$ cat src/rtl/branch_target_stack.sv
// branch_target_stack
//   Return-address stack with registered branch-target select, placed between
//   the EX stage and PC update.  Returns take their target from the top of the
//   stack.  Calls and jumps take their target from the immediate.
//
// Ports
//   clk, rst_n     rising-edge clock, asynchronous active-low reset
//   flush          synchronous clear of stack, sticky flags and pending output
//   call_en        branch to imm, push ret_addr
//   ret_en         branch to stack top, pop (with call_en: tail call)
//   jmp_en         branch to imm, stack untouched
//   imm            immediate branch target
//   ret_addr       return address pushed on call
//   branch_valid   registered: branch_addr is valid this cycle
//   branch_addr    registered branch target (holds when no request)
//   empty, full    derived from the registered count
//   count          live entries, 0..DEPTH
//   overflow       sticky: push while full (oldest entry overwritten)
//   underflow      sticky: pop requested while empty
//
// DEPTH must be a power of two and at least 2, so that the stack pointer
// wraps naturally modulo DEPTH.
module branch_target_stack #(
  parameter int ADDR_W = 16,
  parameter int DEPTH  = 8,
  parameter int CNT_W  = $clog2(DEPTH + 1)
) (
  input  logic              clk,
  input  logic              rst_n,
  input  logic              flush,
  input  logic              call_en,
  input  logic              ret_en,
  input  logic              jmp_en,
  input  logic [ADDR_W-1:0] imm,
  input  logic [ADDR_W-1:0] ret_addr,
  output logic              branch_valid,
  output logic [ADDR_W-1:0] branch_addr,
  output logic              empty,
  output logic              full,
  output logic [CNT_W-1:0]  count,
  output logic              overflow,
  output logic              underflow
);

  localparam int PTR_W = $clog2(DEPTH);

  logic [ADDR_W-1:0] mem_r [DEPTH];
  logic [PTR_W-1:0]  sp_r;
  logic [CNT_W-1:0]  count_r;
  logic              overflow_r;
  logic              underflow_r;
  logic              branch_valid_r;
  logic [ADDR_W-1:0] branch_addr_r;

  logic [PTR_W-1:0]  top_idx_s;
  logic [ADDR_W-1:0] top_s;
  logic              is_empty_s;
  logic              is_full_s;

  logic [PTR_W-1:0]  sp_nxt_s;
  logic [CNT_W-1:0]  count_nxt_s;
  logic              overflow_nxt_s;
  logic              underflow_nxt_s;
  logic              valid_nxt_s;
  logic [ADDR_W-1:0] addr_nxt_s;
  logic              wr_en_s;
  logic [PTR_W-1:0]  wr_idx_s;

  // The top entry sits just below the write pointer; the subtraction wraps modulo DEPTH.
  assign top_idx_s  = sp_r - PTR_W'(1);
  assign top_s      = mem_r[top_idx_s];
  assign is_empty_s = (count_r == CNT_W'(0));
  assign is_full_s  = (count_r == CNT_W'(DEPTH));

  // Request decode: next stack pointer, count, flags, branch target and write port.
  always_comb begin
    sp_nxt_s        = sp_r;
    count_nxt_s     = count_r;
    overflow_nxt_s  = overflow_r;
    underflow_nxt_s = underflow_r;
    valid_nxt_s     = 1'b0;
    addr_nxt_s      = branch_addr_r;
    wr_en_s         = 1'b0;
    wr_idx_s        = sp_r;

    if (flush) begin
      sp_nxt_s        = PTR_W'(0);
      count_nxt_s     = CNT_W'(0);
      overflow_nxt_s  = 1'b0;
      underflow_nxt_s = 1'b0;
    end else if (ret_en && !call_en) begin
      valid_nxt_s = 1'b1;
      if (!is_empty_s) begin
        addr_nxt_s  = top_s;
        sp_nxt_s    = top_idx_s;
        count_nxt_s = count_r - CNT_W'(1);
      end else begin
        addr_nxt_s      = imm;
        underflow_nxt_s = 1'b1;
      end
    end else if (ret_en && call_en) begin
      // Tail call: the popped slot is immediately reused for the new return address.
      valid_nxt_s = 1'b1;
      wr_en_s     = 1'b1;
      if (!is_empty_s) begin
        addr_nxt_s = top_s;
        wr_idx_s   = top_idx_s;
      end else begin
        addr_nxt_s      = imm;
        underflow_nxt_s = 1'b1;
        sp_nxt_s        = sp_r + PTR_W'(1);
        count_nxt_s     = CNT_W'(1);
      end
    end else if (call_en) begin
      // When full, sp already points at the oldest entry, so the push overwrites it.
      valid_nxt_s = 1'b1;
      addr_nxt_s  = imm;
      wr_en_s     = 1'b1;
      sp_nxt_s    = sp_r + PTR_W'(1);
      if (is_full_s) begin
        overflow_nxt_s = 1'b1;
      end else begin
        count_nxt_s = count_r + CNT_W'(1);
      end
    end else if (jmp_en) begin
      valid_nxt_s = 1'b1;
      addr_nxt_s  = imm;
    end else begin
      valid_nxt_s = 1'b0;
    end
  end

  // Stack storage: cleared on reset, single write port.
  always_ff @(posedge clk or negedge rst_n) begin
    if (!rst_n) begin
      for (int i = 0; i < DEPTH; i++) begin
        mem_r[i] <= {ADDR_W{1'b0}};
      end
    end else if (wr_en_s && !flush) begin
      mem_r[wr_idx_s] <= ret_addr;
    end
  end

  // Control state and registered branch outputs.
  always_ff @(posedge clk or negedge rst_n) begin
    if (!rst_n) begin
      sp_r           <= PTR_W'(0);
      count_r        <= CNT_W'(0);
      overflow_r     <= 1'b0;
      underflow_r    <= 1'b0;
      branch_valid_r <= 1'b0;
      branch_addr_r  <= {ADDR_W{1'b0}};
    end else begin
      sp_r           <= sp_nxt_s;
      count_r        <= count_nxt_s;
      overflow_r     <= overflow_nxt_s;
      underflow_r    <= underflow_nxt_s;
      branch_valid_r <= valid_nxt_s;
      branch_addr_r  <= addr_nxt_s;
    end
  end

  assign branch_valid = branch_valid_r;
  assign branch_addr  = branch_addr_r;
  assign count        = count_r;
  assign empty        = is_empty_s;
  assign full         = is_full_s;
  assign overflow     = overflow_r;
  assign underflow    = underflow_r;

endmodule

$ cat config.mk
export PLATFORM = sky130hd
export DESIGN_NAME = branch_target_stack
export DESIGN_NICKNAME = d
export VERILOG_FILES = /design/src/rtl/branch_target_stack.sv
export SDC_FILE = /design/constraint.sdc
export NUM_CORES = 1
export LEC_CHECK = 0
export BUFFER_PORTS_ARGS = -buffer_cell sky130_fd_sc_hd__buf_2
export CORE_MARGIN = 4
export CORE_UTILIZATION = 64
export DETAILED_ROUTE_END_ITERATION = 8
export PLACE_DENSITY = 0.85
export SLEW_MARGIN = 20
export SYNTH_ARGS = -nofsm -noshare
export SYNTH_HDL_FRONTEND = slang
export SYNTH_SLANG_ARGS = --single-unit
$ cat constraint.sdc
create_clock -name clk -period 6.31 [get_ports clk]
set_input_delay 0 -clock clk [delete_from_list [all_inputs] [get_ports clk]]
set_output_delay 0 -clock clk [all_outputs]
set_load 0.01 [all_outputs]
==> impl_metrics.csv, run 1 <==
group,metric,value,unit
status,status,"finished, final reports clean",
setup_path,crit_fanout,38,
synthesis,synth.top_cell.area_share,0.5380,
floorplanning,core_area,0.01089,mm^2
clock_tree,htreeDepth,4,
synthesis,post_synth.cell_area_avg,12.44,um^2
synthesis,synth_nets,618,
grt,grt_antenna_before_repair,1,
grt,grt_pass1_wl,32800,um
cells_and_area,fill_cells,616,
synthesis,synth.yosys.warnings,0,
detailed_routing,routed_wl,20310,um
synthesis,synth_edf_count,0,
detailed_routing,antenna_left,0,
timing,worst_slack,2.847,ns
clock_tree,cts_max_path_buffers,2,
placed_design,dp.cells,728,
detailed_routing,drt_iter0_markers,811,
synthesis,async_reset_ff_frac,1.000,
detailed_routing,vias,5550,
synthesis,synth_area,0.007163,mm^2
floorplanning,die_h,113.8,um
synthesis,ys_seq_elements,154,
clock_tree,cts-root-buf,"clkbuf_8",
worst_hold_path,hold_class,"in2async",
clock_tree,clk_latency,0.54,ns
detailed_routing,drc_errors,0,
synthesis,yosysTopAreaCell,"dfrtp_1",
power_and_ir_drop,total_power,4171,uW
clock_tree,clock-sinks,154,
clock_tree,cts_setup_buffers,0,
timing,fmax,0.2888,GHz
cells_and_area,nets,684,
detailed_routing,dr.pass1.iters,5,
cells_and_area,final_cell_area,0.008347,mm^2
synthesis,postSynthCellCount,576,
grt,grt_usage,0.3344,
placed_design,io_buffers,62,
power_and_ir_drop,ir_worst_vdd,0.2680,mV
grt,grt_max_degree,93,
grt,overflow,0,
synthesis,synth.area.top_cells,"dfrtp_1 54%, o2bb2ai_1 16%, mux4_2 10%",
placed_design,hpwlAfterDp,11060,um
setup_path,worstPathArrival,3.85,ns
setup_path,worstPathRequired,6.69,ns
timing,fin_tns_setup,0,ns
cells_and_area,area_growth,16.52,%
timing,max_slew.worst_pin.slew,0.9617,ns
clock_tree,clk_pin_slew,0.07,ns
timing,period_needed,3.463,ns
synthesis,synth-main-ff-cell,"dfrtp_1",
cells_and_area,fin_cells,795,
grt,grt_pass1_vias,5900,
floorplanning,rows,38,
placed_design,place_congestion,0.8583,
setup_path,worst_setup_path_start_kind,"flop",
timing,relSlewSlack,0.3589,
timing,finClkSkew,0.006719,ns
cells_and_area,drive_gt1_frac,0.2229,
synthesis,ys_seq_area_frac,0.5380,
power_and_ir_drop,p_leak,0.003533,uW
cells_and_area,n_antenna_cell,0,
synthesis,synth_cell_types,41,
clock_tree,cts_tree,"built",
detailed_routing,avgRoutedWirePerCell,25.55,um
timing,finalCritPeriodShare,0.5488,
placed_design,place_ws,2.799,ns
power_and_ir_drop,p_per_area,499.7,mW/mm^2
setup_path,crit_path_end_kind,"flop",
timing,setup_viol,0,
timing,rsz0062_at_grt,"false",
floorplanning,die_w,113.8,um
clock_tree,cts_buffers,17,
timing,hold_viol,0,
detailed_routing,viasPerCell,6.981,
job,cap_viol_max_count,0,
placed_design,placed_cell_area,0.007385,mm^2
floorplanning,ios,63,
timing,slew_violations,0,
floorplanning,die-area,0.01295,mm^2
floorplanning,start_util,0.6579,
setup_path,crit_type,"reg2reg",
final cells by class:
class	count	area [um^2]	area share
Clock buffer	21	469.2	0.05621
Multi-Input combinational cell	357	2963	0.3550
Timing Repair Buffer	105	726.9	0.08709
Clock inverter	11	131.4	0.01574
Inverter	7	26.28	0.003148
Tap cell	140	175.2	0.02099
Sequential cell	154	3855	0.4618
placed cells by master (no fill, tap or decap), types with 2 or more instances in the layout:
cell           synthesis  final
clkbuf_16              0     16
inv_6                  0      4
buf_4                  2      8
o32a_1                 4      4
nand2b_4               3      3
nand4b_1               2      2
a2111oi_0              2      2
clkinv_2               0      2
clkinvlp_4             0      2
a311oi_1               2      2
a22oi_1                2      2
nand2b_1               8      8
buf_2                 13     61
nor2_1                11     11
o2bb2ai_1            128    128
xnor2_1                4      3
nand2_1               73     73
bufinv_16              0      2
a32oi_2                2      2
dfrtp_1              154    153
a211oi_1               4      4
o21ai_0               34     34
mux4_2                32     32
a31oi_2                2      2
dlygate4sd3_1          0     35
a21oi_1                4      4
clkbuf_8               0      5
nand3_1               18     18
ha_1                   4      4
inv_1                  7      7
nor2b_1                4      4
synthesized netlist by cell type (2+ instances only):
library cell and count:
inv_1 7, buf_1 2, o32a_1 4, ha_1 4, a32oi_2 2, a211oi_1 4, xnor2_1 4, a311oi_1 2
o21ai_0 34, a21oi_1 4, a22oi_1 2, nand3_1 18, mux4_2 32, nand2b_4 3, clkbuf_1 28, nor2b_1 4
nand4b_1 2, nand2b_1 8, o2bb2ai_1 128, dfrtp_1 154, nor2_1 11, buf_6 13, nand2_1 73, buf_2 13
a2111oi_0 2, buf_4 2, a31oi_2 2
report_power, final:
part / total (uW) / internal [uW] / switching (uW) / leakage, uW
Combinational: 1480 / 716 / 760 / 0.00127
Clock: 1040 / 612 / 428 / 0.000294
Sequential: 1650 / 1390 / 266 / 0.00197
Total: 4170 / 2720 / 1450 / 0.00353
flip-flops by register name, summed over array words and instances, names as in the netlist:
signal	flops
mem_r	128
branch_addr	16
count	4
sp_r	3
branch_valid	1
overflow	1
underflow	1
logic make-up after synthesis:
family | count (synthesis) | share of synthesized area
compound gates | 187 | 0.2115
mux | 33 | 0.1020
buf+inv | 65 | 0.05100
simple gates | 128 | 0.08437
xor+xnor | 5 | 0.006113
fa+ha+maj | 4 | 0.006987
flops | 154 | 0.5380
layer usage:
layer / part of all wire / global-route usage
met1: 0.38 / 0.4282
met2: 0.49 / 0.5355
met3: 0.089 / 0.1003
met4: 0.039 / 0.1449
met5: 0.00034 / 0
worst paths after layout:
check | start | slack (ns) | end | depth (start not counted)
setup / recovery | count[0]$_DFFE_PN0P_ | 2.85 | mem_r[23]$_DFFE_PN0P_ | 7
hold / removal | rst_n | 0.12 | count[2]$_DFFE_PN0P_ | 2
setup reg to reg | count[0]$_DFFE_PN0P_ | 2.85 | mem_r[23]$_DFFE_PN0P_ | 7
min in group clk | call_en | 0.22 | sp_r[1]$_DFFE_PN0P_ | 2
max in group asynchronous | rst_n | 4.83 | sp_r[0]$_DFFE_PN0P_ | 3
hold reg to reg | branch_addr[2]$_DFFE_PN0P_ | 0.48 | branch_addr[2]$_DFFE_PN0P_ | 2
worst max-delay path: stages (launching register included):
cell       delay (ns)
dfrtp_1          0.43
inv_1            0.12
ha_1             0.20
or3b_1           0.51
and2_4           0.36
o32a_1           0.69
nand2b_1         0.67
o2bb2ai_1        0.32
stage by stage:
step	hold slack, ns	util
global route	0.2141	0.7666
floorplan	-0.2956	-
global placement	0.1135	0.6782
detailed placement	0.1383	0.6782
finish	0.1207	0.7666
CTS	0.1503	0.7656
timing repair:
item	CTS	global route
endpoints found under the hold margin	224	0
hold buffers	35	0
resized for setup	0	0
No activity file was read; power rests on OpenSTA's default activity.
==> run 2, diff against run 1 <==
--- a/config.mk
+++ b/config.mk
@@ -5,11 +5,12 @@
 export SDC_FILE = /design/constraint.sdc
 export NUM_CORES = 1
 export LEC_CHECK = 0
+export ABC_AREA = 1
 export BUFFER_PORTS_ARGS = -buffer_cell sky130_fd_sc_hd__buf_2
 export CORE_MARGIN = 4
-export CORE_UTILIZATION = 64
+export CORE_UTILIZATION = 60
 export DETAILED_ROUTE_END_ITERATION = 8
-export PLACE_DENSITY = 0.85
+export PLACE_DENSITY = 0.8
 export SLEW_MARGIN = 20
 export SYNTH_ARGS = -nofsm -noshare
 export SYNTH_HDL_FRONTEND = slang
==> constraint.sdc (replaced) <==
create_clock -name clk -period 3.2 [get_ports clk]
set_input_delay 0 -clock clk [delete_from_list [all_inputs] [get_ports clk]]
set_output_delay 0 -clock clk [all_outputs]
set_load 0.01 [all_outputs]
==> run 2 against run 1 <==
Effect of this change:
- cell area rose by 9.0%
- first-iteration DRC count shrank 4.4%
- largest cell class unchanged
- sequential power increased by 92%
- register-to-register slack got worse by 2.3 ns
- fmax increased by 33%
- critical path type unchanged
==> impl_metrics.csv, run 2 <==
group,metric,value,unit
status,status,"finished, final reports clean",
cells_and_area,nets,1163,
cells_and_area,n_antenna_cell,0,
setup_path,startpoint,"count[0]$_DFFE_PN0P_",
power_and_ir_drop,p_per_area,947.9,mW/mm^2
timing,max_slew.worst_pin.slew,0.7689,ns
clock_tree,cts-root-buf,"clkbuf_16",
floorplanning,core_area,0.01272,mm^2
grt,grt_usage,0.2995,
worst_hold_path,hold_class,"in2reg",
floorplanning,die_w,122.5,um
synthesis,synth_nets,1109,
clock_tree,clock-sinks,154,
synthesis,yosys-top-cells-count,"474 x nand2_1, 200 x nand3_1, 154 x dfrtp_1, 64 x nor2_1",
cells_and_area,area_growth,15.54,%
synthesis,synth-main-ff-cell,"dfrtp_1",
synthesis,ys_seq_elements,154,
synthesis,synth_cell_types,30,
grt,grt_antenna_before_repair,0,
floorplanning,ios,63,
synthesis,yosysTopAreaCell,"dfrtp_1",
cells_and_area,final_cell_area,0.009096,mm^2
clock_tree,cts_tree,"built",
timing,relSlewSlack,0.4874,
grt,grt-busiest-layer,"met2",
synthesis,yosysMostFrequentCell,"nand2_1",
setup_path,worstPathRequired,3.51,ns
clock_tree,clk_latency,0.43,ns
synthesis,ys_seq_area_frac,0.4895,
detailed_routing,routed_wl,21170,um
synthesis,synth.yosys.warnings,0,
detailed_routing,drt_iter0_markers,775,
cells_and_area,largest_register_ffs,128,
detailed_routing,vias,7268,
detailed_routing,antenna_left,0,
grt,grt_use_met1,0.4155,
timing,rsz0062_at_grt,"false",
synthesis,synth_area,0.007873,mm^2
setup_path,r2r.worst_path.cells,10,
detailed_routing,dr.pass1.iters,5,
setup_path,crit_path_end_kind,"flop",
cells_and_area,drive_gt1_frac,0.1226,
clock_tree,cts_buffers,17,
placed_design,placed_cell_area,0.008125,mm^2
power_and_ir_drop,p_leak,0.004808,uW
synthesis,post_synth.cell_area_avg,7.378,um^2
worst_hold_path,min_delay_path_depth,4,
timing,period_needed,2.610,ns
timing,hold_viol,0,
floorplanning,die-area,0.01502,mm^2
grt,grt_pass1_wl,34800,um
timing,fin_tns_setup,0,ns
grt,grt_pass1_vias,6821,
cells_and_area,final_common_cell,"nand2_1",
cells_and_area,layout_common_cells,"474 x nand2_1, 200 x nand3_1, 153 x dfrtp_1",
synthesis,async_reset_ff_frac,1.000,
grt,grt_max_degree,81,
detailed_routing,drc_errors,0,
timing,setup_viol,0,
setup_path,worst_setup_path_start_kind,"flop",
grt,overflow,0,
synthesis,postSynthCellCount,1067,
grt,met2_usage,0.4751,
synthesis,synth.top_cell.area_share,0.4895,
synthesis,synth.area.top_cells,"dfrtp_1 49%, nand2_1 23%, nand3_1 13%",
setup_path,rr_startpoint,"count[0]$_DFFE_PN0P_",
floorplanning,die_h,122.5,um
setup_path,crit_fanout,32,
timing,fmax,0.3832,GHz
job,cap_viol_max_count,0,
placed_design,hpwlAfterDp,12450,um
setup_path,worstPathArrival,2.92,ns
power_and_ir_drop,ir_worst_vdd,0.4885,mV
floorplanning,start_util,0.6188,
timing,finClkSkew,0.008096,ns
clock_tree,clk_pin_slew,0.06,ns
timing,slew_violations,0,
cells_and_area,largest_register,"mem_r",
clock_tree,cts_max_path_buffers,2,
worst_hold_path,min_from,"ret_en",
clock_tree,htreeDepth,4,
detailed_routing,viasPerCell,5.565,
floorplanning,rows,41,
placed_design,place_congestion,0.8698,
grt,grt_util_met3,0.06175,
synthesis,synth_edf_count,0,
timing,finalCritPeriodShare,0.8156,
setup_path,crit_type,"reg2reg",
placed_design,io_buffers,62,
detailed_routing,avgRoutedWirePerCell,16.21,um
-- run 2: cell count changes in the layout (fill, tap and decap cells not counted), sizes merged, moves of 11 or more --
cell / change
nor2: +60
nand2b: -11
nand3: +183
nand2: +416
inv: +18
mux4: -32
o2bb2ai: -128
-- run 2: layout make-up --
type / count / area, um^2
Sequential cell: 154 / 3855
Fill cell: 1063 / 3626
Multi-Input combinational cell: 806 / 3522
Timing Repair Buffer: 111 / 772.0
Clock buffer: 21 / 470.5
Tap cell: 172 / 215.2
Clock inverter: 11 / 142.6
Inverter: 31 / 118.9
-- run 2: final timing paths --
kind | endpoint | slack, ns
setup / recovery | mem_r[62]$_DFFE_PN0P_ | 0.59
max in group asynchronous | mem_r[86]$_DFFE_PN0P_ | 2.18
min in group asynchronous | count[3]$_DFFE_PN0P_ | 0.17
hold reg to reg | mem_r[119]$_DFFE_PN0P_ | 0.47
setup reg to reg | mem_r[62]$_DFFE_PN0P_ | 0.59
hold / removal | count[1]$_DFFE_PN0P_ | 0.05
-- run 2: through the flow --
step           hold WS, ns  setup slack (ns)  power [uW]    util  instances
6_report           0.05288            0.5901        8622  0.7150       1306
5_1_grt            0.07507            0.3809        9240  0.7150       1306
3_3_place_gp       0.08829            0.7367        6328  0.6387       1239
3_5_place_dp       0.08287            0.6514        6446  0.6387       1239
4_1_cts            0.02568            0.6008        8592  0.7144       1306
2_1_floorplan      -0.2956            0.8159        5503       -       1067
-- run 2: per-layer routing --
metal,routed length (um),part of all wire
met5,0,0
met4,414,0.020
met3,1992,0.094
met2,9901,0.47
met1,8862,0.42
-- run 2: timing repair --
action	CTS	global route
hold buffers	35	0
buffers inserted	0	0
hold endpoints to repair	222	0
resized for setup	0	0
-- run 2: where the power goes --
group | total [uW] | internal, uW | switching [uW] | leakage, uW
logic | 3380 | 1090 | 2290 | 0.00254
registers | 3160 | 2730 | 439 | 0.00197
clock network | 2080 | 1290 | 793 | 0.000299
-- run 2: cells by family (layout without fill, tap and decap cells) --
kind of cell	after synthesis	after routing	share of synthesized area
buffers and inverters	107	174	0.06453
DFF	154	154	0.4895
and+or+nand+nor	762	762	0.4112
xor gates and xnor gates	3	3	0.003338
AOI/OAI and AO/OA	37	37	0.02511
adders and majority gates	4	4	0.006358
-- run 2: worst max-delay path, cell delays in order, from the launching register on --
cell	delay [ns]
dfrtp_1	0.41
inv_1	0.10
ha_1	0.25
nand2_2	0.23
nand2_2	0.11
nand2_1	0.11
nand3_2	0.12
inv_2	0.48
nand2_2	0.43
nand2_1	0.17
nand2_1	0.07
==> run 3, diff against run 2 <==
==> constraint.sdc (replaced) <==
create_clock -name clk -period 2.7 [get_ports clk]
set_input_delay 0 -clock clk [delete_from_list [all_inputs] [get_ports clk]]
set_output_delay 0 -clock clk [all_outputs]
set_load 0.01 [all_outputs]
==> run 3 against run 2 <==
Effect of this change:
- global-route usage decreased by 0.47 points
- die area stayed put
- utilization is 0.098 points lower
- final cell count rose by 0.31%
- first-iteration DRC count up 13%
- power increased by 18%
- setup slack got worse by 0.32 ns
- largest power group unchanged
==> impl_metrics.csv, run 3 (same netlist as run 2, synthesis figures left out) <==
group,metric,value,unit
power_and_ir_drop,p_comb_frac,0.402,
detailed_routing,drt_iter0_markers,876,
clock_tree,cts_setup_buffers,0,
floorplanning,core_area,0.01272,mm^2
clock_tree,cts_tree,"built",
clock_tree,cts_max_path_buffers,2,
timing,period_needed,2.427,ns
power_and_ir_drop,p_per_area,1118,mW/mm^2
detailed_routing,vias,7319,
clock_tree,clk_latency,0.43,ns
detailed_routing,top_layer,"met4",
power_and_ir_drop,seqPwrFrac,0.371,
timing,finClkSkew,0.006136,ns
setup_path,crit_fanout,19,
clock_tree,cts-root-buf,"clkbuf_16",
worst_hold_path,hold_class,"in2async",
detailed_routing,wl_met2,10030,um
grt,grt_max_degree,84,
detailed_routing,dr.pass1.iters,5,
setup_path,worstPathRequired,3.01,ns
cells_and_area,n_antenna_cell,0,
timing,hold_viol,0,
detailed_routing,drc_errors,0,
cells_and_area,drive_gt1_frac,0.1221,
clock_tree,hold_buffers,35,
timing,worst_slack,0.2726,ns
timing,slew_violations,0,
setup_path,crit_type,"reg2reg",
job,cap_viol_max_count,0,
clock_tree,post_cts_resized,0,
status,status,"finished, final reports clean",
setup_path,worst_setup_path_start_kind,"flop",
power_and_ir_drop,swShare,0.4123,
placed_design,place_congestion,0.8979,
cells_and_area,largest_register,"mem_r",
floorplanning,die_w,122.5,um
setup_path,startpoint,"count[0]$_DFFE_PN0P_",
timing,rsz0062_at_grt,"false",
floorplanning,start_util,0.6188,
floorplanning,die-area,0.01502,mm^2
detailed_routing,wl_met1,9051,um
cells_and_area,layout_common_cells,"474 x nand2_1, 200 x nand3_1, 153 x dfrtp_1",
detailed_routing,antenna_left,0,
timing,fmax,0.4120,GHz
clock_tree,clock-sinks,154,
cells_and_area,area_growth,15.38,%
timing,max_slew.worst_pin.slew,0.7667,ns
clock_tree,cts_buffers,17,
detailed_routing,routed_wl,21260,um
clock_tree,clk_pin_slew,0.06,ns
placed_design,place_ws,0.3567,ns
clock_tree,htreeDepth,4,
setup_path,rr_startpoint,"count[0]$_DFFE_PN0P_",
floorplanning,die_h,122.5,um
grt,grt_pass1_vias,6841,
grt,overflow,0,
power_and_ir_drop,switchingPower,4187,uW
power_and_ir_drop,p_clk_frac,0.227,
cells_and_area,nets,1167,
power_and_ir_drop,p_int,5968,uW
cells_and_area,final_common_cell,"nand2_1",
power_and_ir_drop,total_power,10150,uW
timing,setup_viol,0,
grt,grt_pass1_wl,34470,um
timing,fin_tns_setup,0,ns
detailed_routing,dr_wl_met3,1743,um
floorplanning,rows,41,
grt,grt_usage,0.2948,
floorplanning,ios,63,
power_and_ir_drop,ir_worst_vdd,0.5613,mV
setup_path,crit_path_end_kind,"flop",
placed_design,io_buffers,62,
setup_path,worstPathArrival,2.74,ns
cells_and_area,largest_register_ffs,128,
timing,relSlewSlack,0.4889,
placed_design,hpwlAfterDp,12790,um
power_and_ir_drop,p_leak,0.004815,uW
grt,grt_antenna_before_repair,0,
timing,finalCritPeriodShare,0.8990,
detailed_routing,viasPerCell,5.587,
detailed_routing,avgRoutedWirePerCell,16.23,um
==> run 3: final timing paths <==
kind | end | slack [ns] | cells after the start
worst min register to register | mem_r[48]$_DFFE_PN0P_ | 0.47 | 2
worst max register to register | mem_r[99]$_DFFE_PN0P_ | 0.27 | 11
min in group clk | count[1]$_DFFE_PN0P_ | 0.05 | 4
worst min-delay path | count[3]$_DFFE_PN0P_ | 0.01 | 2
worst max-delay path | mem_r[99]$_DFFE_PN0P_ | 0.27 | 11
max in group asynchronous | mem_r[70]$_DFFE_PN0P_ | 1.86 | 3
==> run 3: through the flow <==
step,cells,hold WS [ns],area (um^2),utilization
floorplan,1067,-0.2956,7873,-
global placement,1243,-0.1132,8168,0.6420
detailed placement,1243,-0.1132,8168,0.6420
CTS,1310,0.01841,9084,0.7140
global route,1310,0.03310,9084,0.7140
finish,1310,0.009724,9084,0.7140
==> run 3: power by group through the flow <==
stage	Combinational, uW	Clock [uW]	Sequential, uW
2_1_floorplan	2820	0	3710
3_3_place_gp	3850	0	3750
3_5_place_dp	3950	0	3770
4_1_cts	4010	2310	3750
5_1_grt	4530	2410	3870
6_report	4080	2310	3770
==> run 3: layout make-up <==
class / count / area (um^2)
Clock inverter: 8 / 93.84
Timing Repair Buffer: 115 / 814.5
Tap cell: 172 / 215.2
Sequential cell: 154 / 3855
Multi-Input combinational cell: 806 / 3515
Inverter: 31 / 118.9
Clock buffer: 24 / 471.7
Fill cell: 1057 / 3638
==> run 3: routing by layer <==
metal	up-vias	global-route usage
met5	-	0
met4	0	0.1106
met3	47	0.05899
met2	334	0.4644
met1	3436	0.4069
li1	3502	-
==> run 3: worst max-delay path, cell delays in order, from the launching register on <==
cell     delay [ns]
dfrtp_1        0.41
inv_1          0.12
ha_1           0.23
nand2_2        0.20
nand2_2        0.15
nand2_1        0.10
nand2_4        0.15
inv_2          0.09
nor2_8         0.25
nand2_2        0.37
nand2_1        0.18
nand2_1        0.06
